<file path="src/rtl/tape_xfer_ctrl.sv">
// Tape transfer controller: decodes host command/data bytes, streams data nibbles
// into the video_out FIFO with watermark flow control, and reports status bytes.
module tape_xfer_ctrl #(
  parameter int unsigned HI_WM = 450,
  parameter int unsigned LO_WM = 256
) (
  input  logic        clk,
  input  logic        rst,
  input  logic [7:0]  rx_data,
  input  logic        rx_ready,
  output logic [7:0]  tx_data,
  output logic        tx_valid,
  output logic        tx_last,
  input  logic        tx_ack,
  output logic [3:0]  vout_fifow_data,
  output logic        vout_fifow_request,
  input  logic [10:0] vout_fifow_used_words,
  output logic [1:0]  xfer_state,
  output logic [15:0] drop_count
);

  typedef enum logic [1:0] {
    IDLE   = 2'd0,
    WRITE  = 2'd1,
    PAUSED = 2'd2,
    DRAIN  = 2'd3
  } state_t;

  localparam logic [10:0] HiWm = 11'(HI_WM);
  localparam logic [10:0] LoWm = 11'(LO_WM);

  localparam logic [7:0] MsgError  = 8'h45;
  localparam logic [7:0] MsgPause  = 8'h50;
  localparam logic [7:0] MsgResume = 8'h52;
  localparam logic [7:0] MsgDone   = 8'h44;
  localparam logic [7:0] MsgCancel = 8'h43;

  state_t      state_q, state_d;
  logic [15:0] drop_q, drop_d;
  logic        req_q, req_d;
  logic [3:0]  wdata_q, wdata_d;
  logic [7:0]  q0_q, q0_d, q1_q, q1_d;
  logic [1:0]  cnt_q, cnt_d;

  logic       isData, isStartW, isStartR, isCancel, isEnd, isIllegal;
  logic       aboveHi, atOrBelowLo, fifoEmpty;
  logic       wrEn, dropInc, clearDrop, msgValid, popEn;
  logic [7:0] msgByte;

  always_comb begin
    isData    = rx_ready && (rx_data[7:4] == 4'h0);
    isStartW  = rx_ready && (rx_data[7:4] == 4'h1);
    isStartR  = rx_ready && (rx_data[7:4] == 4'h2);
    isCancel  = rx_ready && (rx_data[7:4] == 4'h3);
    isEnd     = rx_ready && (rx_data[7:4] == 4'h4);
    isIllegal = rx_ready && (rx_data[7:4] >= 4'h5);
    aboveHi     = vout_fifow_used_words >= HiWm;
    atOrBelowLo = vout_fifow_used_words <= LoWm;
    fifoEmpty   = vout_fifow_used_words == 11'd0;
  end

  // Command decode and transfer state machine; CANCEL and END_STREAM take
  // precedence over the watermark-driven pause/resume transitions.
  always_comb begin
    state_d   = state_q;
    wrEn      = 1'b0;
    dropInc   = 1'b0;
    clearDrop = 1'b0;
    msgValid  = 1'b0;
    msgByte   = 8'h00;
    case (state_q)
      IDLE: begin
        if (isStartW) begin
          state_d   = WRITE;
          clearDrop = 1'b1;
        end else if (isStartR) begin
          msgValid = 1'b1;
          msgByte  = MsgError;
        end else if (isCancel) begin
          msgValid = 1'b1;
          msgByte  = MsgCancel;
        end
      end
      WRITE: begin
        if (isCancel) begin
          state_d  = IDLE;
          msgValid = 1'b1;
          msgByte  = MsgCancel;
        end else if (isEnd) begin
          state_d = DRAIN;
        end else begin
          if (isData && !aboveHi) wrEn = 1'b1;
          if ((isData && aboveHi) || isIllegal) dropInc = 1'b1;
          if (aboveHi) begin
            state_d  = PAUSED;
            msgValid = 1'b1;
            msgByte  = MsgPause;
          end
        end
      end
      PAUSED: begin
        if (isCancel) begin
          state_d  = IDLE;
          msgValid = 1'b1;
          msgByte  = MsgCancel;
        end else if (isEnd) begin
          state_d = DRAIN;
        end else begin
          if (isData || isIllegal) dropInc = 1'b1;
          if (atOrBelowLo) begin
            state_d  = WRITE;
            msgValid = 1'b1;
            msgByte  = MsgResume;
          end
        end
      end
      DRAIN: begin
        if (isCancel) begin
          state_d  = IDLE;
          msgValid = 1'b1;
          msgByte  = MsgCancel;
        end else begin
          if (isData || isIllegal) dropInc = 1'b1;
          if (fifoEmpty) begin
            state_d  = IDLE;
            msgValid = 1'b1;
            msgByte  = MsgDone;
          end
        end
      end
      default: state_d = IDLE;
    endcase
  end

  always_comb begin
    req_d   = wrEn;
    wdata_d = wrEn ? rx_data[3:0] : wdata_q;
    if (clearDrop)
      drop_d = 16'h0000;
    else if (dropInc && (drop_q != 16'hFFFF))
      drop_d = drop_q + 16'd1;
    else
      drop_d = drop_q;
  end

  // Two-entry status queue; a push into a full queue replaces the newest entry
  // so the head being presented to the host never changes under it.
  always_comb begin
    popEn = tx_ack && (cnt_q != 2'd0);
    q0_d  = q0_q;
    q1_d  = q1_q;
    cnt_d = cnt_q;
    case (cnt_q)
      2'd0: begin
        if (msgValid) begin
          q0_d  = msgByte;
          cnt_d = 2'd1;
        end
      end
      2'd1: begin
        if (popEn && msgValid) begin
          q0_d = msgByte;
        end else if (popEn) begin
          cnt_d = 2'd0;
        end else if (msgValid) begin
          q1_d  = msgByte;
          cnt_d = 2'd2;
        end
      end
      default: begin
        if (popEn) begin
          q0_d = q1_q;
          if (msgValid) q1_d = msgByte;
          else          cnt_d = 2'd1;
        end else if (msgValid) begin
          q1_d = msgByte;
        end
      end
    endcase
  end

  always_ff @(posedge clk or posedge rst) begin
    if (rst) begin
      state_q <= IDLE;
      drop_q  <= 16'h0000;
      req_q   <= 1'b0;
      wdata_q <= 4'h0;
      q0_q    <= 8'h00;
      q1_q    <= 8'h00;
      cnt_q   <= 2'd0;
    end else begin
      state_q <= state_d;
      drop_q  <= drop_d;
      req_q   <= req_d;
      wdata_q <= wdata_d;
      q0_q    <= q0_d;
      q1_q    <= q1_d;
      cnt_q   <= cnt_d;
    end
  end

  assign xfer_state         = state_q;
  assign drop_count         = drop_q;
  assign vout_fifow_request = req_q;
  assign vout_fifow_data    = wdata_q;
  assign tx_data            = q0_q;
  assign tx_valid           = cnt_q != 2'd0;
  assign tx_last            = cnt_q != 2'd0;

endmodule
</file>
<file path="config.mk">
export PLATFORM = sky130hd
export DESIGN_NAME = tape_xfer_ctrl
export DESIGN_NICKNAME = d
export VERILOG_FILES = /design/src/rtl/tape_xfer_ctrl.sv
export SDC_FILE = /design/constraint.sdc
export NUM_CORES = 1
export LEC_CHECK = 0
export CAP_MARGIN = 40
export CORE_MARGIN = 2
export CORE_UTILIZATION = 50
export CTS_BUF_LIST = sky130_fd_sc_hd__clkbuf_2 sky130_fd_sc_hd__clkbuf_4 sky130_fd_sc_hd__clkbuf_8
export DETAILED_ROUTE_END_ITERATION = 10
export GPL_ROUTABILITY_DRIVEN = 0
export GPL_TIMING_DRIVEN = 0
export PLACE_DENSITY = 0.92
export SLEW_MARGIN = 5
export SYNTH_ARGS = -nofsm -noshare
export SYNTH_HDL_FRONTEND = slang
export SYNTH_SLANG_ARGS = --single-unit
</file>
<file path="constraint.sdc">
create_clock -name clk -period 2.9 [get_ports clk]
set_clock_uncertainty 0.2 [all_clocks]
set_input_delay 0.435 -clock clk [delete_from_list [all_inputs] [get_ports clk]]
set_output_delay 0.435 -clock clk [all_outputs]
set_load 0.1 [all_outputs]
</file>
### Word level (Yosys, flattened, before mapping)

Index checks and enable logic that the tools add are counted.

* output and inout port bits: 33
* logic and storage cells: 121
* register bits after elaboration: 41
* bits of input ports: 23

* muxes and demuxes: 65
* magnitude comparators: 3
* bitwise operators: 1
* reductions and logical operators: 25
* $add $sub $neg: 1
* equal/unequal tests: 19

Operators with widths (count)
* $mux 7: 11
* $mux 8: 6
* $mux 16: 2
* $pmux 8 s2: 2
* $pmux 8 s4: 1
* $mux 2: 15
* $mux 1: 24
* $add 16x1->16 const B: 1
* $ne 16x16->1 const B: 1
* $ge 11x9->1 const B: 1
* $le 11x9->1 const B: 1
* $logic_and 1x1->1: 11
* $logic_not 11->1: 1
* $ne 2x2->1 const B: 5
* $eq 4x2->1 const B: 2
* $ne 4x4->1 const B: 2
* $pmux 2 s4: 1
* $ne 3x3->1 const B: 2
* $reduce_and 3->1: 2
* $reduce_and 5->1: 1
* $eq 2x1->1 const B: 2
* $eq 2x2->1 const B: 2
* $eq 4x1->1 const B: 1
* $eq 4x3->1 const B: 1
* other kinds (13): 16

### Longest topological paths before layout

* depth after elaboration: 11
* gate-level depth with buffers: 9
* mapped depth without buffers: 7

### Least setup slack after synthesis

OpenSTA, ideal clock, no wires.

* path kind: flip-flop to flip-flop
* start: register state_q[1] (netlist: xfer_state[1])
* end: register q1_q[2]
* required time: 2575 ps
* clock period less this slack: 2897 ps
* arrival: 2572 ps
* library setup time: 125 ps
* stages on the path, launching flop included: 8
* path slack: 3 ps
* cell sequence: dfrtp_1 -> clkbuf_1 -> nand2_1 -> o31a_1 -> o311a_2 -> or3_4 -> buf_6 -> mux2_4

* longest elaborated chain between the ends: 6

Ends and longest elaborated chain
* start, declared: line 38 `state_t state_q, state_d;`
* start signal, assigned: line 192 `state_q <= state_d;`
* $eq 2x2->1, or another cell as far along: line 71 `case (state_q)`
* $pmux 8 s4 / $pmux 1 s4 (equally long branches): line 71
* $mux 8: line 165, 173, 175
* $mux 8: line 163 `end else if (popEn) begin`
* $mux 8: line 161 `if (popEn && msgValid) begin`
* $pmux 8 s2: line 153 `case (cnt_q)`
* end signal, assigned: line 197 `q1_q <= q1_d;`
* end, declared: line 42 `logic [7:0] q0_q, q0_d, q1_q, q1_d;`

Several ways; a longest one is shown, not always the timed one. The select of a mux whose other input is x is not followed.
A chain may end at the register's enable or synchronous reset.

### Worst setup path after layout

* start: input rx_data[5]
* end: register drop_q[7] (netlist: drop_count[7])

* longest elaborated chain between the ends: 10

Ends and longest elaborated chain
* start, declared: line 9 `input logic [7:0] rx_data,`
* parallel branches: the longest is 10 deep, another holds $ge 4x3->1
* end signal, assigned: line 193 `drop_q <= drop_d;`
* end, declared: line 39 `logic [15:0] drop_q, drop_d;`

Several ways; the timed one is not identified.

==> impl_metrics.csv <==
group,metric,value,unit
global_routing,grt_pass1_vias,2075,
yosys,async_flop_share,1.00,
cells_and_area,nets,338,
die,fp.dieW,68.5,um
pwr,power.leakage,1.38,nW
job,drv.max_cap_violation_count,0,
die,core-area,0.00400,sq mm
setup_path,setup.worst_path.start_class,"input port",
place,hpwl,4.28,mm
setup_path,timing.critical_path.depth,9,
clock_tree,clkTransAtPathRegs,70,ps
die,floorplan.initialDensity,0.519,
setup_path,critical-path-max-stage-delay,550,ps
pwr,pwr_density_cell,818,mW/mm^2
clock_tree,clock_latency_reported_for_the_late_side_of_the_worst_skew_pair,290,ps
routing,vias_per_cell,6.06,
clock_tree,cts_buffers,5,
setup_path,critical_path.startpoint,"rx_data[5]",
cells_and_area,multi_input_comb_area,0.00114,sq mm
routing,detailedRoute.firstIterationViolations,230,
yosys,proportion_of_synthesized_chip_area_in_sequential_cells,0.422,
setup_path,regToRegEndpoint,"drop_count[7]",
yosys,syn-mean-instance-area,9.31,sq um
yosys,yosys.area.top_type,"sky130_fd_sc_hd__dfrtp_1",
yosys,synth_top_area_frac,0.422,
global_routing,track_usage,0.269,
die,chipHeight,68.5,um
yosys,synth-edff-count,0,
routing,routedWlPerCell,16.1,um
setup_path,critical-path-top-delay-family,"compound AO/OA/AOI/OAI gates",
global_routing,initial_antenna_violation_count,0,
sta,worst_pin_slew,982,ps
routing,route.antenna.remaining_nets,0,
routing,route.vias.total,2212,
cells_and_area,instances_no_fill,365,
yosys,post_synth_main_area_contributors,"sky130_fd_sc_hd__dfrtp_1 (42%), sky130_fd_sc_hd__mux2_2 (4.3%), sky130_fd_sc_hd__a21oi_1 (3.9%)",
pwr,vdd.ir_drop.worst,0.000739,V
setup_path,length_in_cells_of_the_worst_reg_to_reg_path,8,
setup_path,setup.worst_path.end,"drop_count[7]",
yosys,syn-cell-area,0.00208,sq mm
cells_and_area,antenna-diode-count,0,
outcome,status,"finished clean",
pwr,p_int,1.38,mW
setup_path,worstSetupPathType,"in2reg",
die,die_area,0.00469,sq mm
cells_and_area,regArea,876,sq um
setup_path,crit_required,2910,ps
routing,drt_drc_violations_left,0,
sta,max-slew-margin-rel,0.340,
routing,final_routed_wirelength,5.86,mm
clock_tree,clockBufferDepth,2,
clock_tree,post_cts.repair.setup_buffers,0,
setup_path,endpoint_kind,"flip-flop",
yosys,post_synth_num_cell_types,53,
die,io-pin-count,56,
die,std_cell_rows,23,
pwr,comb_power_share,0.613,
setup_path,slowest_cell_on_the_critical_path,"sky130_fd_sc_hd__clkdlybuf4s50_1",
worst_hold_path,min-delay-path-class,"reg2reg",
sta,final_count_of_negative_setup_slack_endpoints,0,
global_routing,grt_first_pass_wirelength,9.32,mm
clock_tree,postCtsHoldBufs,0,
place,port-buffer-count,51,
pwr,switching_share,0.486,
sta,final_count_of_pins_violating_max_slew,0,
yosys,netlist_instances,223,
pwr,seqPwrFrac,0.252,
cells_and_area,num-fill-cells,227,
yosys,ys.warnings.count,0,
global_routing,overflow,0,
setup_path,reg2reg_launch_point,"drop_count[0]",
clock_tree,cts_tree,"built",
cells_and_area,drive_above_1_share,0.241,
sta,max_freq,0.355,GHz
yosys,yosys_reg_bits,35,
global_routing,largest_net_degree_at_the_start_of_global_routing,22,
yosys,ys_dominant_reg_cell,"sky130_fd_sc_hd__dfrtp_1",
place,placedCellCount,357,
cells_and_area,final_util,0.819,
sta,timing.final.hold_violations,0,
pwr,net-switching-power,1.30,mW
clock_tree,clkSinkCount,35,
sta,post-route-min-period,2820,ps
setup_path,worst-path-buf-inv,3,
clock_tree,ctsHtreeMaxLevel,2,
clock_tree,clk_root_buffer_cell,"sky130_fd_sc_hd__clkbuf_8",
setup_path,setup.reg_to_reg.worst_slack,340,ps
pwr,clockPowerShare,0.135,
cells_and_area,area.growth.synth_to_final,57.8,%
sta,period_share,0.972,
setup_path,worstPathMaxFanout,10,
setup_path,path_cells,"clkdlybuf4s50_1, buf_6, o21a_1, o21ai_0, a2111oi_2, o21ai_1, buf_2, or4_1, a21oi_1",
routing,detail_route.first_pass.iterations,5,
setup_path,crit_arrival,2830,ps
[worst reg2reg max path, stage by stage, from the launching register on]
cell and delay [ps]:
sky130_fd_sc_hd__dfrtp_1 430, sky130_fd_sc_hd__ha_1 260, sky130_fd_sc_hd__nand2_1 280, sky130_fd_sc_hd__nor3_1 110, sky130_fd_sc_hd__a21oi_1 200, sky130_fd_sc_hd__o21ai_1 120
sky130_fd_sc_hd__buf_2 190, sky130_fd_sc_hd__or4_1 490, sky130_fd_sc_hd__a21oi_1 190
[cells in the mapped netlist, drive strengths merged (2+ instances only)]
cell type,count
buf,8
nor3,10
or3,6
nor2b,2
mux2i,3
nand3b,2
o31ai,9
o21a,4
mux2,10
o21ai,13
or2,3
o211ai,5
a21oi,16
or4,5
nand4,4
clkbuf,6
dfrtp,35
nand2,18
inv,8
and3,4
nand3,14
nor3b,2
nor2,13
o22a,2
[power by group through the flow]
stage	clock network [mW]	registers, mW	logic, mW
3_3_place_gp	0	0.672	1.31
3_5_place_dp	0	0.678	1.61
4_1_cts	0.364	0.673	1.62
5_1_grt	0.382	0.685	1.72
6_report	0.361	0.676	1.65
2_1_floorplan	0	1.13	0.573
[how the worst min path moves through the flow]
stage	start	to	slack, ps	cells after the start
after global routing	q1_q[6]	q1_q[6]	310	1
after floorplan	q1_q[6]	q1_q[6]	230	1
final	q1_q[6]	q1_q[6]	270	1
after CTS	q1_q[6]	q1_q[6]	270	1
after detailed placement	q1_q[6]	q1_q[6]	250	1
after global placement	q1_q[6]	q1_q[6]	250	1
[cells by family after synthesis]
logic type                 share of synthesized area
muxes                                         0.0723
DFF                                            0.422
adders and majority gates                    0.00602
buffers and inverters                         0.0524
xor gates and xnor gates                     0.00422
and+or+nand+nor                                0.240
other                                        0.00181
AOI/OAI and AO/OA                              0.202
[cell type report]
class | instances | area share
Inverter | 8 | 0.00916
Buffer | 14 | 0.0275
Multi-Input combinational cell | 168 | 0.347
Timing Repair Buffer | 82 | 0.303
Clock buffer | 7 | 0.0256
Tap cell | 50 | 0.0191
Sequential cell | 35 | 0.267
Clock inverter | 1 | 0.00153
[layout by cell type (no fill, tap or decap), types with 6 or more instances in the layout]
cell type                         Yosys  layout
sky130_fd_sc_hd__dfrtp_1             35      35
sky130_fd_sc_hd__buf_8                0      30
sky130_fd_sc_hd__o21ai_0             12      12
sky130_fd_sc_hd__nor3_1               9       8
sky130_fd_sc_hd__mux2_2               8       8
sky130_fd_sc_hd__clkdlybuf4s50_1      0      49
sky130_fd_sc_hd__inv_1                8       8
sky130_fd_sc_hd__o31ai_1              9       6
sky130_fd_sc_hd__a21oi_1             16      15
sky130_fd_sc_hd__nand3_1             14      14
sky130_fd_sc_hd__nand2_1             18      18
sky130_fd_sc_hd__nor2_1              13      13
[metal layers]
metal | global-route usage | wire length (um) | vias to the layer above
met2 | 0.447 | 2930 | 155
met5 | 0 | 0 | -
met1 | 0.339 | 2260 | 1036
met4 | 0.108 | 140 | 0
met3 | 0.0609 | 527 | 18
li1 | - | - | 1003
[stage by stage]
stage          TNS (ps)  power [mW]  instance area (sq um)  hold WS, ps  setup WS, ps
5_1_grt           -12.4        2.79                   3280          310         -8.01
3_5_place_dp      -5760        2.29                   3140          253          -314
2_1_floorplan         0        1.70                   2080          233          2.65
3_3_place_gp      -4200        1.99                   2660          252          -242
4_1_cts               0        2.66                   3230          273          26.5
6_report              0        2.68                   3280          274          80.1
[state kept, by name (all words and copies together) (netlist names)]
name / count
vout_fifow_data: 4
xfer_state: 2
tx_data: 5
drop_count: 16
vout_fifow_request: 1
cnt_q: 2
q1_q: 5
[timing repair]
item                       4_1_cts  5_1_grt
cloned                           0        0
resized for setup                1       16
pin swaps                        0        3
setup endpoints to repair        6       21
Note: power is estimated with default switching activity, not from simulation.
